## src/rtl/fifo_wr_arbiter.sv

```systemverilog
// Round-robin arbiter that merges NUM_REQ packet streams onto one FIFO write port.
// A grant lasts until the packet's last beat or MAX_BURST beats, whichever comes first.
module fifo_wr_arbiter #(
  parameter int unsigned NUM_REQ    = 4,
  parameter int unsigned DATA_WIDTH = 8,
  parameter int unsigned MAX_BURST  = 16,
  localparam int unsigned ID_W      = $clog2(NUM_REQ)
) (
  input  logic                          wclk,
  input  logic                          wrst,
  input  logic [NUM_REQ-1:0]            req_valid,
  input  logic [NUM_REQ*DATA_WIDTH-1:0] req_data,
  input  logic [NUM_REQ-1:0]            req_last,
  output logic [NUM_REQ-1:0]            req_ready,
  input  logic [NUM_REQ-1:0]            req_mask,
  output logic                          f_valid,
  output logic [ID_W+DATA_WIDTH:0]      f_data,
  input  logic                          f_ready,
  output logic                          busy,
  output logic [ID_W-1:0]               cur_id
);

  localparam int unsigned CNT_W = $clog2(MAX_BURST);

  typedef enum logic {S_IDLE, S_GRANT} state_t;

  state_t                r_state, w_state_nxt;
  logic [ID_W-1:0]       r_cur_id, w_cur_id_nxt;
  logic [ID_W-1:0]       r_rr_ptr, w_rr_ptr_nxt;
  logic [CNT_W-1:0]      r_beat_cnt, w_beat_cnt_nxt;
  logic [ID_W-1:0]       w_win;
  logic [NUM_REQ-1:0]    w_elig;
  logic [DATA_WIDTH-1:0] w_data [NUM_REQ];
  logic                  w_out_last;
  logic                  w_accept;
  int unsigned           w_idx;

  for (genvar g = 0; g < NUM_REQ; g++) begin : g_unpack
    assign w_data[g] = req_data[g*DATA_WIDTH +: DATA_WIDTH];
  end

  assign w_elig = req_valid & req_mask;

  // Scanning downward lets the lowest circular offset from r_rr_ptr win.
  always_comb begin
    w_win = '0;
    w_idx = 0;
    for (int i = NUM_REQ - 1; i >= 0; i--) begin
      w_idx = (32'(r_rr_ptr) + unsigned'(i)) % NUM_REQ;
      if (w_elig[ID_W'(w_idx)]) w_win = ID_W'(w_idx);
    end
  end

  always_ff @(posedge wclk or posedge wrst) begin
    if (wrst) begin
      r_state    <= S_IDLE;
      r_cur_id   <= '0;
      r_rr_ptr   <= '0;
      r_beat_cnt <= '0;
    end else begin
      r_state    <= w_state_nxt;
      r_cur_id   <= w_cur_id_nxt;
      r_rr_ptr   <= w_rr_ptr_nxt;
      r_beat_cnt <= w_beat_cnt_nxt;
    end
  end

  always_comb begin
    w_state_nxt    = r_state;
    w_cur_id_nxt   = r_cur_id;
    w_rr_ptr_nxt   = r_rr_ptr;
    w_beat_cnt_nxt = r_beat_cnt;
    f_valid        = 1'b0;
    req_ready      = '0;
    w_accept       = 1'b0;
    w_out_last     = req_last[r_cur_id] | (r_beat_cnt == CNT_W'(MAX_BURST - 1));
    case (r_state)
      S_IDLE: begin
        if (|w_elig) begin
          w_state_nxt    = S_GRANT;
          w_cur_id_nxt   = w_win;
          w_beat_cnt_nxt = '0;
        end
      end
      S_GRANT: begin
        f_valid             = req_valid[r_cur_id];
        req_ready[r_cur_id] = f_ready;
        w_accept            = req_valid[r_cur_id] & f_ready;
        if (w_accept) begin
          if (w_out_last) begin
            w_state_nxt  = S_IDLE;
            w_rr_ptr_nxt = (r_cur_id == ID_W'(NUM_REQ - 1)) ? '0 : r_cur_id + ID_W'(1);
          end else begin
            w_beat_cnt_nxt = r_beat_cnt + CNT_W'(1);
          end
        end
      end
      default: w_state_nxt = S_IDLE;
    endcase
  end

  assign f_data = {r_cur_id, w_out_last, w_data[r_cur_id]};
  assign busy   = (r_state == S_GRANT);
  assign cur_id = r_cur_id;

endmodule

```

## config.mk

```make
export PLATFORM = sky130hd
export DESIGN_NAME = fifo_wr_arbiter
export DESIGN_NICKNAME = d
export VERILOG_FILES = /design/src/rtl/fifo_wr_arbiter.sv
export SDC_FILE = /design/constraint.sdc
export NUM_CORES = 1
export LEC_CHECK = 0
export CAP_MARGIN = 40
export CORE_MARGIN = 2
export CORE_UTILIZATION = 31
export DETAILED_ROUTE_END_ITERATION = 7
export GPL_TIMING_DRIVEN = 0
export PLACE_DENSITY_LB_ADDON = 0.12
export SYNTH_ARGS = -nofsm -noshare
export SYNTH_HDL_FRONTEND = slang
export SYNTH_SLANG_ARGS = --single-unit
```

## constraint.sdc

```tcl
create_clock -name wclk -period 1.7 [get_ports wclk]
set_input_delay 0.425 -clock wclk [delete_from_list [all_inputs] [get_ports wclk]]
set_output_delay 0.425 -clock wclk [all_outputs]
set_load 0.01 [all_outputs]
```

==> flow_metrics.tcl, run 1 <==
set metrics [dict create \
    path_clk_slew_ns 0.06 \
    grt_pass1_vias 1097 \
    fin_nets 219 \
    synthCells 82 \
    synth_edf_count 0 \
    hp-class "input pin to async pin" \
    drc 0 \
    fin_area_um2 1810 \
    worstReg2RegStart "cur_id[0]" \
    end_kind "primary output" \
    fillers 233 \
    overflow 0 \
    synth_area_leader_cell "dfrtp_1" \
    port_buffers 65 \
    dpl.hpwl_mm 2.29 \
    synth_top_area_share 0.251 \
    setup_ws_ns -0.459 \
    wl_per_cell_um 16.6 \
    layout_common_cells "41 x clkdlybuf4s50_1, 18 x dlygate4sd2_1, 14 x buf_6" \
    ctsRootBufferMaster "clkbuf_4" \
    crit_end "f_data[8]" \
    clock_latency_ns 0.26 \
    cp_data_arrival_time_ns 1.73 \
    skew_ns 0.00211 \
    ir_worst_vdd_v 0.00115 \
    dr.pass1.iters 4 \
    syn-num-nets 134 \
    io_pins 66 \
    pre_cts_ws_ns -0.941 \
    crit_fanout 3 \
    yosysUniqueCellTypes 33 \
    grt.total_usage 0.185 \
    drt-initial-drc-count 20 \
    regArea_um2 228 \
    setup_viol_count_final 20 \
    htreeDepth 1 \
    clock_sinks 9 \
    outcome "finished, violations left" \
    synth_area_per_cell_um2 10.9 \
    multi_input_area_um2 664 \
    slew_violations 0 \
    die_area_um2 3340 \
    ys.flop_type "dfrtp_1" \
    core_um2 2760 \
    drive_gt1_frac 0.325 \
    ys_seq_area_frac 0.251 \
    r2r-end "r_rr_ptr[1]" \
    critical-path-top-delay-family "multiplexers" \
    netlist_top_cells_area "dfrtp_1 25%, mux4_2 23%, ha_1 7.0%, mux2i_1 5.6%, and3_1 4.9%" \
    critPathBufInv 4 \
    power_leakage_uw 0.000823 \
    violations "negative setup slack" \
    rrSetupSlack_ns -0.40 \
    async_flop_share 1.00 \
    clock_path_buffers 2 \
    die_height_um 57.8 \
    grt_first_pass_wirelength_mm 4.88 \
    hold_slack_ns 0.418 \
    die-width_um 57.8 \
    antenna_found_initial 0 \
    maxCapViolations 0 \
    power.total_uw 2390 \
    start_util 0.325 \
    yosysWarnings 0 \
    ys_ff_latch 9 \
    hold_buffers 0 \
    area_delta_synth_final_pct 102 \
    rows 19 \
    finalCriticalPeriod_ns 2.16 \
    worst_path_most_repeated_cell "buf_6" \
    gp_congestion 0.731 \
    post-route-period-util 1.27 \
    rsz0062_at_grt "true" \
    slowest_delay_ns 0.53 \
    fmax_mhz 463 \
    p_per_area_nw_per_um2 1320 \
    via_count 1043 \
    layout_commonest_cell "clkdlybuf4s50_1" \
    worstMarginPinSlew_ns 0.348 \
    cts_buffers 3 \
    netlist_area_um2 897 \
    grt_max_degree 11 \
    avgViaCountPerCell 5.29 \
    dpl_cell_area_um2 1590 \
    n_antenna_cell 0 \
    hold_viol 0 \
    routed_wl_mm 3.27 \
    reg2reg_depth 9 \
    utilization 0.656 \
    crit_type "flop to primary output" \
    crit_slowest_cell "mux4_2" \
    drtAntennaViolNets 0 \
    cts_tree "built" \
    required_ns 1.27 \
    crit_start "cur_id[0]" \
    relSlewSlack 0.768 \
    start_kind "flop" \
    crit_cells 6 \
    path_cells "buf_6 -> mux4_2 -> a31oi_4 -> inv_2 -> buf_6 -> buf_6" \
]
[power by group]
part	internal [uW]	switching [uW]
clock network	90.7	78.0
registers	305	102
logic	1070	747
[cell usage after synthesis (all sizes together), types with 4 or more instances]
cell / number
nand2: 11
dfrtp: 9
mux4: 9
and3: 7
buf: 6
ha: 5
mux2i: 5
inv: 4
nand3: 4
[cells by family after synthesis]
group	Yosys count	synth area share
simple gates	26	0.149
flops	9	0.251
fa+ha+maj	5	0.0697
buf+inv	11	0.0683
mux	16	0.315
compound gates	15	0.146
[sequential cells by signal, summed over array words and instances (netlist names)]
register    count
r_beat_cnt      4
cur_id          2
r_rr_ptr        2
busy            1
[through the flow]
step                instances  TNS [ns]
global placement          178    -10.30
CTS                       194     -5.41
floorplan                  82    -0.946
global route              197     -7.74
finish                    197     -6.58
detailed placement        178    -10.57
[timing repair]
action / CTS / global route
pin swaps: 3 / 4
endpoints found under the setup margin: 22 / 22
buffers inserted: 14 / 4
resized for setup: 56 / 14
hold endpoints to repair: 0 / 0
[how the worst min path moves through the flow]
stage                       start             to  slack, ns  cells after the start
finish                       wrst    r_rr_ptr[1]       0.42                      2
global route                 wrst  r_beat_cnt[1]       0.46                      2
CTS                          wrst  r_beat_cnt[0]       0.42                      2
detailed placement  r_beat_cnt[0]  r_beat_cnt[0]       0.51                      1
global placement    r_beat_cnt[0]  r_beat_cnt[0]       0.49                      1
floorplan                    wrst           busy       0.25                      1
[area by class of cell]
| type | count | area share |
|---|---|---|
| plain buffers | 7 | 0.0360 |
| inverters | 4 | 0.00830 |
| multi-input cells | 62 | 0.367 |
| well taps | 31 | 0.0215 |
| flip-flops and latches | 9 | 0.126 |
| clock buffers | 4 | 0.0145 |
| repair buffers | 80 | 0.426 |
[layer usage]
metal | GRT usage | vias up | wire [um]
met1 | 0.209 | 500 | 1250
met5 | 0 | - | 0
met4 | 0.0698 | 0 | 42
li1 | - | 484 | -
met3 | 0.0402 | 5 | 338
met2 | 0.339 | 54 | 1640
(Power assumes the default switching activity.)
==> inputs of run 2 (changes only) <==
==> constraint.sdc (replaced) <==
create_clock -name wclk -period 1.7 [get_ports wclk]
set_input_delay 0.17 -clock wclk [delete_from_list [all_inputs] [get_ports wclk]]
set_output_delay 0.17 -clock wclk [all_outputs]
set_load 0.01 [all_outputs]
==> run 2 against run 1 <==
The run still ends with negative setup slack left. Flip-flop and latch count stayed put. Clock skew shrank 0.0013 ns. Worst setup slack better by 0.24 ns. Design area shrank 3.3%. Global-route usage shrank 0.63 points. Combinational power shrank 9%. Non-clock buffer count decreased by 5. Clock power increased by 2%. Register-to-register slack improved by 0.22 ns. Worst hold slack worse by 0.26 ns. Critical path depth unchanged. Via count fell by 5.9%.
==> flow_metrics.tcl, run 2 (synthesized netlist as in run 1, its figures left out) <==
set metrics [dict create \
    outcome "finished, violations left" \
    violations "negative setup slack" \
    required_ns 1.53 \
    wl_per_cell_um 15.8 \
    fin_area_um2 1750 \
    post-route-period-util 1.13 \
    pre_cts_ws_ns -0.445 \
    layout_common_cells "51 x clkdlybuf4s50_1, 11 x dlygate4sd2_1" \
    largest_reg_flops 4 \
    critPathBufInv 4 \
    path_cells "buf_6 -> mux4_2 -> a31oi_4 -> inv_2 -> buf_6 -> buf_6" \
    grt_first_pass_wirelength_mm 4.60 \
    relSlewSlack 0.771 \
    setup_ws_ns -0.215 \
    worst_path_most_repeated_cell "buf_6" \
    maxCapViolations 0 \
    crit_slowest_cell "mux4_2" \
    die_area_um2 3340 \
    grt_max_degree 12 \
    area_delta_synth_final_pct 95.0 \
    die-width_um 57.8 \
    hold_viol 0 \
    drt-initial-drc-count 21 \
    via_count 981 \
    port_buffers 65 \
    critical-path-top-delay-family "multiplexers" \
    fin_nets 214 \
    hp-class "input pin to async pin" \
    tns_ns -2.29 \
    n_antenna_cell 0 \
    grt_pass1_vias 973 \
    clock_sinks 9 \
    cts_buffers 3 \
    cp_data_arrival_time_ns 1.75 \
    drc 0 \
    htreeDepth 1 \
    power.total_uw 2260 \
    finalCriticalPeriod_ns 1.92 \
    dr.pass1.iters 3 \
    start_kind "flop" \
    end_kind "primary output" \
    dpl.hpwl_mm 2.29 \
    rsz0062_at_grt "true" \
    overflow 0 \
    gp_congestion 0.722 \
    skew_ns 0.000806 \
    worstMarginPinSlew_ns 0.344 \
    fmax_mhz 522 \
    hold_buffers 0 \
    avgViaCountPerCell 5.11 \
    slowest_delay_ns 0.52 \
    rows 19 \
    antenna_found_initial 0 \
    routed_wl_mm 3.04 \
    clock_latency_ns 0.27 \
    dpl_cell_area_um2 1590 \
    die_height_um 57.8 \
    cts_tree "built" \
    power_leakage_uw 0.000776 \
    start_util 0.325 \
    crit_fanout 4 \
    setup_viol_count_final 17 \
    clock_path_buffers 2 \
    ctsRootBufferMaster "clkbuf_4" \
    crit_type "flop to primary output" \
    slew_violations 0 \
    grt.total_usage 0.179 \
    drive_gt1_frac 0.286 \
    top_register "r_beat_cnt" \
    io_pins 66 \
    drtAntennaViolNets 0 \
    ir_worst_vdd_v 0.000907 \
    core_um2 2760 \
    layout_commonest_cell "clkdlybuf4s50_1" \
    path_clk_slew_ns 0.06 \
    p_per_area_nw_per_um2 1290 \
]
==> run 2: cell types whose count changed in the layout (fill, tap and decap cells not counted), sizes merged <==
cell and change:
clkdlybuf4s50 +10, dlygate4sd2 -7, buf -6, clkbuf -1, clkdlybuf4s15 -1
==> run 2: cell type report <==
| type | count | area (um^2) |
|---|---|---|
| repair buffers | 76 | 729 |
| well taps | 31 | 38.8 |
| fillers | 239 | 1010 |
| flip-flops and latches | 9 | 228 |
| plain buffers | 6 | 56.3 |
| clock buffers | 4 | 26.3 |
| multi-input cells | 62 | 656 |
| inverters | 4 | 15.0 |
==> run 2: power by group <==
part	internal (uW)	total, uW	leakage [uW]	switching, uW
Combinational	990	1660	0.000651	674
Clock	90.9	173	0.0000150	82.1
Sequential	304	420	0.000109	115
Total	1390	2260	0.000776	871
==> run 2: timing repair <==
item / in CTS / in global routing
resized for setup: 32 / 11
pin swaps: 0 / 5
buffers inserted: 9 / 2
endpoints found under the setup margin: 18 / 18
==> run 2: final timing paths <==
check / start / end / slack [ns] / cells after the start
setup / recovery: cur_id[0] / f_data[8] / -0.22 / 6
hold / removal: wrst / r_beat_cnt[0] / 0.16 / 2
setup reg to reg: cur_id[0] / r_rr_ptr[0] / -0.18 / 7
hold reg to reg: r_beat_cnt[0] / r_beat_cnt[0] / 0.52 / 1
max in group asynchronous: wrst / cur_id[1] / 1.27 / 2
min in group wclk: r_beat_cnt[0] / r_beat_cnt[0] / 0.52 / 1
==> run 2: worst reg2reg max path, cell delays in order (launching register included) <==
cell and delay (ns):
dfrtp_2 0.36, buf_6 0.11, mux4_2 0.52, a31oi_4 0.20, inv_2 0.06, buf_4 0.14, nand2_4 0.07, mux2_4 0.30
==> run 2: per-stage QoR <==
step	hold slack [ns]	std cells	utilization
6_report	0.157	192	0.634
5_1_grt	0.201	192	0.634
4_1_cts	0.173	190	0.608
3_5_place_dp	0.456	178	0.576
3_3_place_gp	0.447	178	0.576
2_1_floorplan	-0.00215	82	-
==> run 2: metal layers <==
| layer | GRT usage | wire length, um | vias to the layer above |
|---|---|---|---|
| li1 | - | - | 474 |
| met1 | 0.223 | 1220 | 452 |
| met2 | 0.299 | 1450 | 50 |
| met3 | 0.0491 | 333 | 5 |
| met4 | 0.0631 | 35 | 0 |
| met5 | 0 | 0 | - |
